File: src/rtl/ldl_p2ram_rd_arb.sv
// Round-robin arbiter sharing one registered-read RAM port among NR clients.
// Tracks the in-flight read per client, routes responses back, and replays collided reads.
module ldl_p2ram_rd_arb #(
  parameter int NR    = 4,
  parameter int DW    = 8,
  parameter int DEPTH = 10,
  parameter int AW    = $clog2(DEPTH),
  parameter int CW    = 16
) (
  input  logic             clk,
  input  logic             rst,
  input  logic [NR-1:0]    req,
  input  logic [NR*AW-1:0] addr,
  output logic [NR-1:0]    gnt,
  output logic [NR-1:0]    rvld,
  output logic [DW-1:0]    rdata,
  output logic             ram_re,
  output logic [AW-1:0]    ram_ra,
  input  logic [DW-1:0]    ram_dout,
  input  logic             ram_rv,
  output logic [CW-1:0]    retry_cnt
);

  localparam int PW = $clog2(NR);

  logic [PW-1:0] ptr;
  logic [NR-1:0] infl;
  logic [NR-1:0] tag;
  logic [NR-1:0] eligible;
  logic [PW-1:0] gidx;
  logic          found;
  int            sel;

  // Gating with rst keeps the RAM port quiet while reset is held.
  assign eligible = req & ~infl & {NR{~rst}};

  always_comb begin
    gnt    = '0;
    gidx   = ptr;
    found  = 1'b0;
    ram_ra = '0;
    sel    = 0;
    for (int k = 1; k <= NR; k++) begin
      sel = int'(ptr) + k;
      if (sel >= NR) sel = sel - NR;
      for (int i = 0; i < NR; i++) begin
        if (!found && eligible[i] && (sel == i)) begin
          found  = 1'b1;
          gnt[i] = 1'b1;
          gidx   = PW'(i);
          ram_ra = addr[i*AW +: AW];
        end
      end
    end
  end

  assign ram_re = found;
  assign rvld   = tag & {NR{ram_rv}};
  assign rdata  = ram_dout;

  always_ff @(posedge clk or posedge rst) begin
    if (rst) begin
      ptr       <= PW'(NR - 1);
      infl      <= '0;
      tag       <= '0;
      retry_cnt <= '0;
    end else begin
      // The responding client always leaves flight; a collided read re-arbitrates via its held req.
      infl <= (infl & ~tag) | gnt;
      tag  <= gnt;
      if (found) ptr <= gidx;
      if ((tag != '0) && !ram_rv && (retry_cnt != {CW{1'b1}}))
        retry_cnt <= retry_cnt + 1'b1;
    end
  end

endmodule
File: config.mk
export PLATFORM = sky130hd
export DESIGN_NAME = ldl_p2ram_rd_arb
export DESIGN_NICKNAME = d
export VERILOG_FILES = /design/src/rtl/ldl_p2ram_rd_arb.sv
export SDC_FILE = /design/constraint.sdc
export NUM_CORES = 1
export LEC_CHECK = 0
export CORE_ASPECT_RATIO = 1.2
export CORE_MARGIN = 8
export CORE_UTILIZATION = 51
export DETAILED_ROUTE_END_ITERATION = 7
export PLACE_DENSITY = 0.95
export RECOVER_POWER = 50
export SLEW_MARGIN = 10
export SYNTH_ARGS = -nofsm -noshare
export SYNTH_HDL_FRONTEND = slang
export SYNTH_SLANG_ARGS = --single-unit
File: constraint.sdc
create_clock -name clk -period 5.24 [get_ports clk]
set_input_delay 0.524 -clock clk [delete_from_list [all_inputs] [get_ports clk]]
set_output_delay 0.524 -clock clk [all_outputs]
set_load 0.01 [all_outputs]
==> out/metrics.yaml <==
die:
  rows: 26
  initial_core_util_pct: 51.5
  die_y_um: 87.1
  core_um2: 4160
  fp.dieArea_um2: 6550
  die_w_um: 75.2
  io_pins: 68
power_and_ir_drop:
  powerDensity_nw_per_um2: 374
  p_leak_nw: 1.07
  max-vdd-ir-drop_mv: 0.289
synthesis:
  synthesis.area_um2: 2150
  synth_flop_cell: "dfrtp_1"
  synth_most_common_cell: "dfrtp_1"
  yosys.area.top_type: "dfrtp_1"
  synthTopCellsByArea: "dfrtp_1, a21oi_1, xnor2_1"
  synth_cells: 269
  async_reset_ff_share_pct: 100
  synth_edf_count: 0
  synth_warnings: 0
  synth_top_area_share_pct: 28.0
  seq_area_frac_synth_pct: 30.4
  avgSynthCellArea_um2: 7.98
  synth.net_count: 301
  yosys.cell_types.count: 54
  ys_seq_elements: 26
  synth_common_cells: "dfrtp_1, nand2_1, nor2_1, a21oi_1, nand3_1"
sta:
  slew_viol_final: 0
  holdWs_ps: 514
  rsz0062_at_grt: "no"
  finalHoldViolCount: 0
  slew_headroom_pct: 10.2
  setup_viol_count_final: 0
  period_share_pct: 77.5
  fin_skew_ps: 3.83
  fmax_ghz: 0.246
  finalSetupTns_ps: 0
  period_minus_slack_ps: 4060
  worst_pin_slew_ps: 1350
cts:
  cts_resized: 0
  numCtsBuffers: 3
  htree_num_levels: 1
  clk_pin_slew_worst_paths_ps: 90
  clockBufferDepth: 2
  cts_tree: "built"
  worstSkewPairLatency_ps: 270
  clock_sink_count: 26
  hold_buffers: 0
  post_cts_buffers: 0
  cts_root_buffer: "clkbuf_8"
outcome:
  outcome: "complete, no violations"
global_routing:
  grt_pass1_vias: 2446
  grt_pass1_wl_um: 12300
  grt_max_degree: 27
  overflow: 0
  antenna_found_initial: 0
  grt_use_total_pct: 23.9
detailed_routing:
  routed_via_density: 6.58
  routed_wl_um: 7500
  wire_per_inst_um: 20.6
  vias: 2400
  remaining_drc_errors: 0
  antenna_left: 0
  drt_iter0_drc: 174
  drtPass1Iterations: 5
critical_path:
  crit_start: "rst"
  worstPathArrival_ps: 3540
  rr_startpoint: "retry_cnt[7]"
  worst-path-max-fanout: 16
  crit_type: "primary input to output pin"
  cp.required_ps: 4720
  worstSetupEndpointType: "output pin"
  startpoint_type: "primary input"
placed_design:
  port_buffers: 51
  placedInstanceArea_um2: 2650
  gp_congestion: 1.04
  dp_hpwl_um: 5650
min_path:
  holdCritStartpoint: "retry_cnt[10]"
  hold_class: "register to register"
run:
  maxCapViolations: 0
final_layout:
  area_growth_syn_to_layout_pct: 25.7
  nFillCells: 369
  seqCellArea_um2: 653
  layout-drive-gt1-share_pct: 5.50
  nets: 342
  postLayoutCellArea_um2: 2700
  diodes: 0
  multiInputGateArea_um2: 1360
==> path summary, 6_finish.rpt <==
path / depth (start not counted) / slack (ps) / end
setup / recovery: 8 / 1180 / ram_ra[0]
hold / removal: 1 / 510 / retry_cnt[10]
setup reg to reg: 6 / 3070 / retry_cnt[11]
hold reg to reg: 1 / 510 / retry_cnt[10]
max in group asynchronous: 3 / 2970 / tag[2]
min in group asynchronous: 3 / 1480 / retry_cnt[14]
==> flip-flops by register name (all words and copies together), names as in the netlist <==
register   count
infl           4
retry_cnt     16
ptr            2
tag            4
==> critical path: stages <==
cell	delay (ps)
dlygate4sd3_1	740
or3b_1	630
nor2_1	390
a22oi_1	140
and3_1	210
o211ai_1	180
a32o_1	180
clkdlybuf4s50_1	530
==> layout make-up <==
cell class / count / share of cell area [%]
clock buffer: 4 / 2.04
inverter: 8 / 1.11
multi-input combinational: 217 / 50.4
sequential: 26 / 24.2
tap: 56 / 2.60
timing repair buffer: 54 / 19.6
==> report_power, final <==
part / leakage (nW) / internal (mW) / switching, mW / total, mW
clock: 0.0288 / 0.0672 / 0.0607 / 0.128
sequential: 0.337 / 0.255 / 0.0925 / 0.348
combinational: 0.700 / 0.252 / 0.281 / 0.533
==> cell families (layout without fill, tap and decap cells) <==
| group | count (synthesis) | in the layout | synth area share, % |
|---|---|---|---|
| AO/OA/AOI/OAI | 72 | 72 | 22.9 |
| flip-flops | 26 | 26 | 30.4 |
| multiplexers | 3 | 3 | 1.52 |
| XOR/XNOR | 14 | 14 | 5.71 |
| buffers and inverters | 26 | 66 | 6.24 |
| AND/OR/NAND/NOR | 127 | 127 | 32.6 |
| adder cells (fa/ha/maj) | 1 | 1 | 0.583 |
==> per-layer routing <==
metal | GRT usage [%] | share of wire [%] | up-vias
met3 | 5.53 | 8.7 | 36
met4 | 13.1 | 5.0 | 0
met1 | 26.8 | 38 | 1120
met2 | 40.1 | 48 | 169
li1 | - | - | 1075
met5 | 0 | 0 | -
==> through the flow <==
stage / std cells / worst slack [ps] / power [mW] / utilization [%]
3_3_place_gp: 361 / 1280 / 0.866 / 63.5
2_1_floorplan: 269 / 2610 / 0.660 / -
5_1_grt: 365 / 1050 / 1.07 / 64.8
3_5_place_dp: 361 / 1270 / 0.873 / 63.5
4_1_cts: 365 / 1260 / 1.01 / 64.8
6_report: 365 / 1180 / 1.01 / 64.8
==> layout by cell type (no fill, tap or decap), types with 3 or more instances in the layout <==
cell type,count
nor2_1,19
xnor2_1,10
nand3_1,15
xor2_1,4
nand2b_1,9
nand2_1,23
o211ai_1,3
clkdlybuf4s50_1,40
a222oi_1,3
dfrtp_1,24
inv_1,8
o221ai_1,3
and3_1,8
or4_1,3
a22oi_1,7
nor3b_1,4
dlygate4sd3_1,11
a21o_1,5
clkbuf_8,4
a21oi_1,18
a32o_1,3
nand4_1,7
o21ai_0,14
and2_1,7
nor2b_1,6
nor3_1,10
Power figures use the tool's default switching activity.
